[src/rtl/instruction_decode_stage_pkg.sv]
// Shared RV32I decode definitions: opcodes, control enums and the bubble instruction.
package riscv_pkg;

    localparam logic [6:0] OP_LOAD   = 7'b0000011;
    localparam logic [6:0] OP_STORE  = 7'b0100011;
    localparam logic [6:0] OP_RTYPE  = 7'b0110011;
    localparam logic [6:0] OP_IALU   = 7'b0010011;
    localparam logic [6:0] OP_BRANCH = 7'b1100011;
    localparam logic [6:0] OP_JAL    = 7'b1101111;

    localparam logic [31:0] NOP_INSTR = 32'h0000_0013;

    typedef enum logic [1:0] {
        IMM_I = 2'b00,
        IMM_S = 2'b01,
        IMM_B = 2'b10,
        IMM_J = 2'b11
    } imm_src_t;

    typedef enum logic [2:0] {
        ALU_ADD = 3'b000,
        ALU_SUB = 3'b001,
        ALU_AND = 3'b010,
        ALU_OR  = 3'b011,
        ALU_SLT = 3'b101
    } alu_ctrl_t;

    typedef enum logic [1:0] {
        RES_ALU = 2'b00,
        RES_MEM = 2'b01,
        RES_PC4 = 2'b10
    } result_src_t;

endpackage

[src/rtl/instruction_decode_stage_register_file.sv]
// 32x32 register file: async clear, one write port, two combinational read ports.
// Optional same-cycle write-to-read bypass under REGFILE_BYPASS_EN.
module register_file (
    input  logic        clk,
    input  logic        rst,
    input  logic        we,
    input  logic [4:0]  waddr,
    input  logic [31:0] wdata,
    input  logic [4:0]  raddr1,
    input  logic [4:0]  raddr2,
    output logic [31:0] rdata1,
    output logic [31:0] rdata2
);

    logic [31:0] regs [32];
    logic        wr_active;

    assign wr_active = we && (waddr != '0);

    always_ff @(posedge clk or posedge rst) begin
        if (rst) begin
            for (int unsigned i = 0; i < 32; i++) begin
                regs[i] <= '0;
            end
        end else if (wr_active) begin
            regs[waddr] <= wdata;
        end
    end

    always_comb begin
        rdata1 = '0;
        rdata2 = '0;
`ifdef REGFILE_BYPASS_EN
        if (raddr1 == '0)                      rdata1 = '0;
        else if (wr_active && raddr1 == waddr) rdata1 = wdata;
        else                                   rdata1 = regs[raddr1];
        if (raddr2 == '0)                      rdata2 = '0;
        else if (wr_active && raddr2 == waddr) rdata2 = wdata;
        else                                   rdata2 = regs[raddr2];
`else
        if (raddr1 != '0) rdata1 = regs[raddr1];
        if (raddr2 != '0) rdata2 = regs[raddr2];
`endif
    end

endmodule

[src/rtl/instruction_decode_stage.sv]
// RV32I decode stage: IF/ID register, main/ALU decoders, immediate extender, register file.
// Define REGFILE_BYPASS_EN to forward a writeback value to same-cycle reads.
module instruction_decode_stage
    import riscv_pkg::*;
#(
    parameter logic [31:0] NOP_INSTR = riscv_pkg::NOP_INSTR
) (
    input  logic        clk,
    input  logic        rst,
    input  logic        StallD,
    input  logic        FlushD,
    input  logic [31:0] InstrF,
    input  logic [31:0] PCF,
    input  logic [31:0] PCPlus4F,
    input  logic        RegWriteW,
    input  logic [4:0]  RdW,
    input  logic [31:0] ResultW,
    output logic [31:0] RD1D,
    output logic [31:0] RD2D,
    output logic [31:0] ImmExtD,
    output logic [4:0]  Rs1D,
    output logic [4:0]  Rs2D,
    output logic [4:0]  RdD,
    output logic [31:0] PCD,
    output logic [31:0] PCPlus4D,
    output logic        RegWriteD,
    output logic        MemWriteD,
    output logic        JumpD,
    output logic        BranchD,
    output logic        ALUSrcD,
    output logic [1:0]  ResultSrcD,
    output logic [2:0]  ALUControlD,
    output logic        IllegalD
);

    logic [31:0] instr_d;
    logic [6:0]  opcode;
    logic [2:0]  funct3;
    logic        funct7b5;
    imm_src_t    imm_src;
    logic        imm_en;
    result_src_t result_src;
    alu_ctrl_t   alu_ctrl;
    logic        illegal_op;
    logic        funct3_bad;

    always_ff @(posedge clk or posedge rst) begin
        if (rst) begin
            instr_d  <= NOP_INSTR;
            PCD      <= '0;
            PCPlus4D <= '0;
        end else if (FlushD) begin
            instr_d  <= NOP_INSTR;
            PCD      <= '0;
            PCPlus4D <= '0;
        end else if (!StallD) begin
            instr_d  <= InstrF;
            PCD      <= PCF;
            PCPlus4D <= PCPlus4F;
        end
    end

    assign opcode   = instr_d[6:0];
    assign funct3   = instr_d[14:12];
    assign funct7b5 = instr_d[30];
    assign Rs1D     = instr_d[19:15];
    assign Rs2D     = instr_d[24:20];
    assign RdD      = instr_d[11:7];

    always_comb begin
        RegWriteD  = 1'b0;
        MemWriteD  = 1'b0;
        JumpD      = 1'b0;
        BranchD    = 1'b0;
        ALUSrcD    = 1'b0;
        result_src = RES_ALU;
        imm_src    = IMM_I;
        imm_en     = 1'b0;
        illegal_op = 1'b0;
        case (opcode)
            OP_LOAD:   begin RegWriteD = 1'b1; ALUSrcD = 1'b1; result_src = RES_MEM; imm_en = 1'b1; end
            OP_STORE:  begin MemWriteD = 1'b1; ALUSrcD = 1'b1; imm_src = IMM_S; imm_en = 1'b1; end
            OP_RTYPE:  begin RegWriteD = 1'b1; end
            OP_IALU:   begin RegWriteD = 1'b1; ALUSrcD = 1'b1; imm_en = 1'b1; end
            OP_BRANCH: begin BranchD = 1'b1; imm_src = IMM_B; imm_en = 1'b1; end
            OP_JAL:    begin RegWriteD = 1'b1; JumpD = 1'b1; result_src = RES_PC4; imm_src = IMM_J; imm_en = 1'b1; end
            default:   illegal_op = 1'b1;
        endcase
    end

    always_comb begin
        alu_ctrl   = ALU_ADD;
        funct3_bad = 1'b0;
        if (opcode == OP_BRANCH) begin
            alu_ctrl = ALU_SUB;
        end else if (opcode == OP_RTYPE || opcode == OP_IALU) begin
            case (funct3)
                3'b000:  alu_ctrl = (opcode == OP_RTYPE && funct7b5) ? ALU_SUB : ALU_ADD;
                3'b010:  alu_ctrl = ALU_SLT;
                3'b110:  alu_ctrl = ALU_OR;
                3'b111:  alu_ctrl = ALU_AND;
                default: funct3_bad = 1'b1;
            endcase
        end
    end

    always_comb begin
        ImmExtD = '0;
        if (imm_en) begin
            case (imm_src)
                IMM_I: ImmExtD = {{20{instr_d[31]}}, instr_d[31:20]};
                IMM_S: ImmExtD = {{20{instr_d[31]}}, instr_d[31:25], instr_d[11:7]};
                IMM_B: ImmExtD = {{20{instr_d[31]}}, instr_d[7], instr_d[30:25], instr_d[11:8], 1'b0};
                IMM_J: ImmExtD = {{12{instr_d[31]}}, instr_d[19:12], instr_d[20], instr_d[30:21], 1'b0};
                default: ImmExtD = '0;
            endcase
        end
    end

    assign ResultSrcD  = result_src;
    assign ALUControlD = alu_ctrl;
    assign IllegalD    = illegal_op | funct3_bad;

    register_file u_register_file (
        .clk    (clk),
        .rst    (rst),
        .we     (RegWriteW),
        .waddr  (RdW),
        .wdata  (ResultW),
        .raddr1 (Rs1D),
        .raddr2 (Rs2D),
        .rdata1 (RD1D),
        .rdata2 (RD2D)
    );

endmodule

[config.mk]
export PLATFORM = sky130hd
export DESIGN_NAME = instruction_decode_stage
export DESIGN_NICKNAME = d
export VERILOG_FILES = /design/src/rtl/instruction_decode_stage_pkg.sv /design/src/rtl/instruction_decode_stage_register_file.sv /design/src/rtl/instruction_decode_stage.sv
export SDC_FILE = /design/constraint.sdc
export NUM_CORES = 2
export LEC_CHECK = 0
export BUFFER_PORTS_ARGS = -buffer_cell sky130_fd_sc_hd__buf_2
export CAP_MARGIN = 5
export CELL_PAD_IN_SITES_DETAIL_PLACEMENT = 1
export CELL_PAD_IN_SITES_GLOBAL_PLACEMENT = 1
export CORE_ASPECT_RATIO = 1.25
export CORE_MARGIN = 10
export CORE_UTILIZATION = 56
export DETAILED_ROUTE_END_ITERATION = 12
export PLACE_DENSITY = 0.95
export SLEW_MARGIN = 20
export SYNTH_ARGS = -nofsm -noshare
export SYNTH_HDL_FRONTEND = slang
export SYNTH_HIERARCHICAL = 1
export SYNTH_SLANG_ARGS = --single-unit
[constraint.sdc]
create_clock -name clk -period 53.1 [get_ports clk]
set_input_delay 10.62 -clock clk [delete_from_list [all_inputs] [get_ports clk]]
set_output_delay 10.62 -clock clk [all_outputs]
set_load 0.02 [all_outputs]
Yosys cells after proc, flatten, opt, wreduce, memory -nomap -nowiden

Index checks and enable logic that the tools add are counted.
W data, S select, Z words.

Register bits: 1120
Input bits: 138

Bitwise operators: 4
Eq/ne operators: 13
Order comparisons: 4
Mux-type cells: 35
Reduce and logical (&&, ||, !) cells: 14

Operators with widths:

| cell                 | count |
|---|---|
| $bwmux W1024         | 1 |
| $mux W32             | 14 |
| $bmux W32 S5         | 2 |
| $demux W32 S5        | 1 |
| $pmux W32 S4         | 1 |
| $ge A6 B6 Y1 const B | 3 |
| $not A5 Y6           | 3 |
| $reduce_bool A5 Y1   | 3 |
| $eq A7 B6 Y1 const B | 2 |
| $eq A7 B7 Y1 const B | 2 |
| $pmux W3 S4          | 1 |
| $mux W1              | 11 |
| $reduce_or A4 Y1     | 2 |
| $eq A7 B2 Y1 const B | 1 |
| $eq A7 B5 Y1 const B | 1 |
| $eq A3 B3 Y1 const B | 2 |
| $lt A6 B1 Y1 const B | 1 |
| $mux W3              | 2 |
| $pmux W2 S3          | 1 |
| $reduce_or A6 Y1     | 1 |
| $reduce_or A5 Y1     | 1 |
| $eq A2 B2 Y1 const B | 2 |
| $pmux W2 S2          | 1 |
| $eq A3 B2 Y1 const B | 1 |
| other kinds (8)      | 10 |

Longest topological paths before layout

Word-level depth: 6
Gate-level depth with buffers: 7

Cells and area by module

Netlist, hierarchy kept.

By module, submodules not included:

| module                   | instances | area each (um2) | cells an instance | seq. area each (um2) |
|---|---|---|---|---|
| register_file            | 1         | 54773.8         | 3614              | 25624.6 |
| instruction_decode_stage | 1         | 4585.6          | 414               | 2406.1 |

Worst setup path before layout

Ideal clock, no wire load.

Path kind: register to output
Start point: reg instr_d[6]
End point: out ImmExtD[21]
Slack: 40.004 ns
Arrival time: 2.476 ns
Required time: 42.480 ns
Cell stages (with the launch flop): 6
Cells stage by stage: dfrtp_1 buf_6 mux2_2 o32a_1 nor3b_1 buf_4

Word-level cells in the longest chain between the ends: 4

RTL lines:

| what                                 | line                            | RTL |
|---|---|---|
| start: declaration                   | instruction_decode_stage.sv:36  | `logic [31:0] instr_d;` |
| start signal: assignment             | instruction_decode_stage.sv:57  | `instr_d <= InstrF;` |
| $eq A7 B7 Y1 (tied with other cells) | instruction_decode_stage.sv:80  | `case (opcode)` |
| $reduce_or A5 Y1 (no line) *         | --                              |  |
| $mux W1 *                            | instruction_decode_stage.sv:80  |  |
| $mux W32 *                           | instruction_decode_stage.sv:109 | `if (imm_en) begin` |
| end: declaration                     | instruction_decode_stage.sv:20  | `output logic [31:0] ImmExtD,` |

Every way passes the cells marked *; elsewhere a longest branch is shown, timed or not.

Final worst setup path

Start point: reg instr_d[22]
End point: out RD2D[27]

Word-level cells in the longest chain between the ends: 5

RTL lines:

| what                                         | line                                         | RTL |
|---|---|---|
| $not A5 Y6 (not written as such)             | instruction_decode_stage_register_file.sv:42 | `if (raddr2 != '0) rdata2 = regs[raddr2];` |
| $bmux W32 S5                                 | instruction_decode_stage_register_file.sv:42 |  |
| $mux W32 (not written as such) (2 in series) | instruction_decode_stage_register_file.sv:42 |  |
| $mux W32 *                                   | instruction_decode_stage_register_file.sv:42 |  |
| end: declaration                             | instruction_decode_stage.sv:19               | `output logic [31:0] RD2D,` |

Every way passes the cells marked *; elsewhere a longest branch is shown, timed or not. The select of a mux whose other input is x is not followed.

==> metrics.txt <==
status complete, but fails checks; failing checks capacitance limit, slew limit; FP Rows 133; critical-path maximum fanout 135; I/O Buffers 323; Hold Buf Count CTS 0; deepest clock path buffer count 3; Max IR drop VDD 33.5 uV; Worst Setup Path Type reg -> out; Critical Path Sink Type primary output; Setup Buffers After CTS 0; Rel. slew slack -37.8%; ratio of cells with drive above 1 in the final layout 51.5%; count leader, synth dfrtp_1; Final setup viols 0; Commonest cells post-synth dfrtp_1 (1117), mux2_2 (1014), mux4_2 (448), mux2i_1 (221), clkbuf_1 (188); synth-to-layout area growth 9.64%; synth top area cells dfrtp_1 (47%), mux2_2 (19%), mux4_2 (17%); GRT Total Usage 42.1%; Post-synth EDFFs 0; initial antenna violation count 33; average cell area after synthesis 14.7 um2; CTS tree yes; die area 120000 um2; H-tree Lvls 3; CP Launch Type flip-flop; largest net degree at the start of global routing 198; Slew Limit Fails 4; cell count after synthesis 4028; Worst-Skew Late Latency 0.77 ns; WL final 266 mm; initial core utilization 56.4%; fin nets 4208; die height 384 um; Setup WS pre-CTS 37.62 ns; area share of the largest cell type after synthesis 47.1%; Period minus WS final 17.12 ns; Critical Path AT 6.50 ns; core area 105000 um2; Int Pwr 1.78 mW; DR pass1 iterations 7; clk_skew 0 ns; first-pass GRT wire length 367 mm; Yosys reg bits 1120; clock power share 33.2%; gr ovfl total 0; Least-Margin Pin Slew 2.05 ns; drt wl/cell 47.6 um; width of the die 311 um; Num CTS Buffers 111; Final period util 32.2%; vias in the first global route 49.3k; RSZ-0062 raised after global routing no; max_cap viols 2; CP required 42.48 ns; GPL Wtd Cong 0.851; vias 47.0k; DP Wirelength 128 mm; final-report hold violation count 0; clock transition at the registers of the reported paths 0.06 ns; syn nets 4166; Clock Tree Root clkbuf_16; post-synth cell types 59; # clock sinks 1120; placed cell count 5368; Hold/Removal Path Class reg -> reg; Flop pwr share 44.8%; post-CTS sizing 0; P_leak 28.1 nW; Power Dens Cells 41.1 nW/um2; Cell Count, Final, Fillers Out 5593; post-layout util 61.9%; fmax 0.0584 GHz; post-layout total power 2.67 mW; leading area contributor after synthesis dfrtp_1; total negative setup slack 0 ns; Sw Share 33.5%; residual DRC count 0; 1st-iter DRT viols 7634; post-synthesis sequential area ratio 47.2%; P_sw 0.895 mW; Synth Cell Area 59400 um2; Async SR Flop Fraction 100%; Via density 8.40; I/O pin cnt 324; setup ws final 35.98 ns; Primary FF master, synth dfrtp_1; combinational power share 22.0%; synth warn 6; post-route ant nets 0
cell usage in the layout (no fill, tap or decap), types with 43 or more instances in the layout:
cell type / instances
clkbuf_16: 115
buf_4: 72
dfrtp_1: 1107
o21ai_1: 103
a211oi_1: 64
a221oi_1: 44
a22oi_1: 64
mux4_2: 448
nor2b_1: 69
mux2_2: 1014
mux2i_1: 221
a311oi_1: 56
buf_2: 322
nor2_1: 100
mux2_1: 43
metal layers:
metal  track usage [%]  part of all wire [%]  vias to the layer above  routed length (um)
met5            0.0797                  0.14                        -                 372
met4              36.1                    11                       40               29700
met3              19.1                    16                     2303               42900
met2              61.3                    42                     5771              112000
met1              46.9                    30                    23300               81200
li1                  -                     -                    15500                   -
state kept, by name, indices dropped and copies added (netlist names):
signal	flops
PCD	32
PCPlus4D	32
instr_d	32
u_register_file/regs	1024
layout make-up:
type | count | area [um2]
Clock inverter | 49 | 668
Timing Repair Buffer | 408 | 2410
Multi-Input combinational cell | 2423 | 28900
Antenna cell | 17 | 42.5
Fill cell | 9437 | 40100
Clock buffer | 153 | 3200
Inverter | 6 | 35.0
Sequential cell | 1120 | 28100
Tap cell | 1417 | 1770
critical path, stage by stage, from the launching register on:
cell	delay (ns)
dfrtp_4	0.98
buf_4	0.87
buf_12	0.54
nor2b_1	0.28
a211oi_1	1.68
a311oi_2	0.55
buf_2	0.35
power groups by stage:
stage | clock network (mW) | registers (mW) | logic (mW)
2_1_floorplan | 0 | 1.10 | 0.385
3_3_place_gp | 0 | 1.12 | 0.467
3_5_place_dp | 0 | 1.16 | 0.511
4_1_cts | 0.876 | 1.17 | 0.547
5_1_grt | 0.919 | 1.19 | 0.598
6_report | 0.886 | 1.20 | 0.588
cell families (layout without fill, tap and decap cells):
family / count (synthesis) / in the layout / share of synthesized area, %
flops: 1120 / 1120 / 47.2
simple gates: 300 / 300 / 2.61
compound gates: 397 / 397 / 4.86
buf+inv: 485 / 616 / 4.53
mux: 1726 / 1726 / 40.8
other cells: 0 / 17 / 0
metrics by stage:
step / hold slack, ns / cell area [um2]
3_3_place_gp: 0.376 / 61000
4_1_cts: 0.397 / 64800
6_report: 0.396 / 65100
2_1_floorplan: 0.441 / 59400
5_1_grt: 0.415 / 65100
3_5_place_dp: 0.388 / 61000
worst paths after layout:
| check | startpoint | endpoint | slack (ns) | cells past startpoint |
|---|---|---|---|---|
| worst max-delay path | instr_d[22]$_DFFE_PP0P_ | RD2D[27] | 35.98 | 6 |
| worst min-delay path | u_register_file/regs[1022]$_DFFE_PP0P_ | u_register_file/regs[1022]$_DFFE_PP0P_ | 0.40 | 0 |
| worst max register to register | instr_d[15]$_DFFE_PP0P_ | instr_d[15]$_DFFE_PP0P_ | 50.24 | 4 |
| worst min register to register | u_register_file/regs[1022]$_DFFE_PP0P_ | u_register_file/regs[1022]$_DFFE_PP0P_ | 0.40 | 0 |
| max in group asynchronous | rst | u_register_file/regs[613]$_DFFE_PP0P_ | 39.22 | 7 |
| min in group asynchronous | rst | PCD[18]$_DFFE_PP0P_ | 9.94 | 2 |
Note: power is estimated with default switching activity, not from simulation.
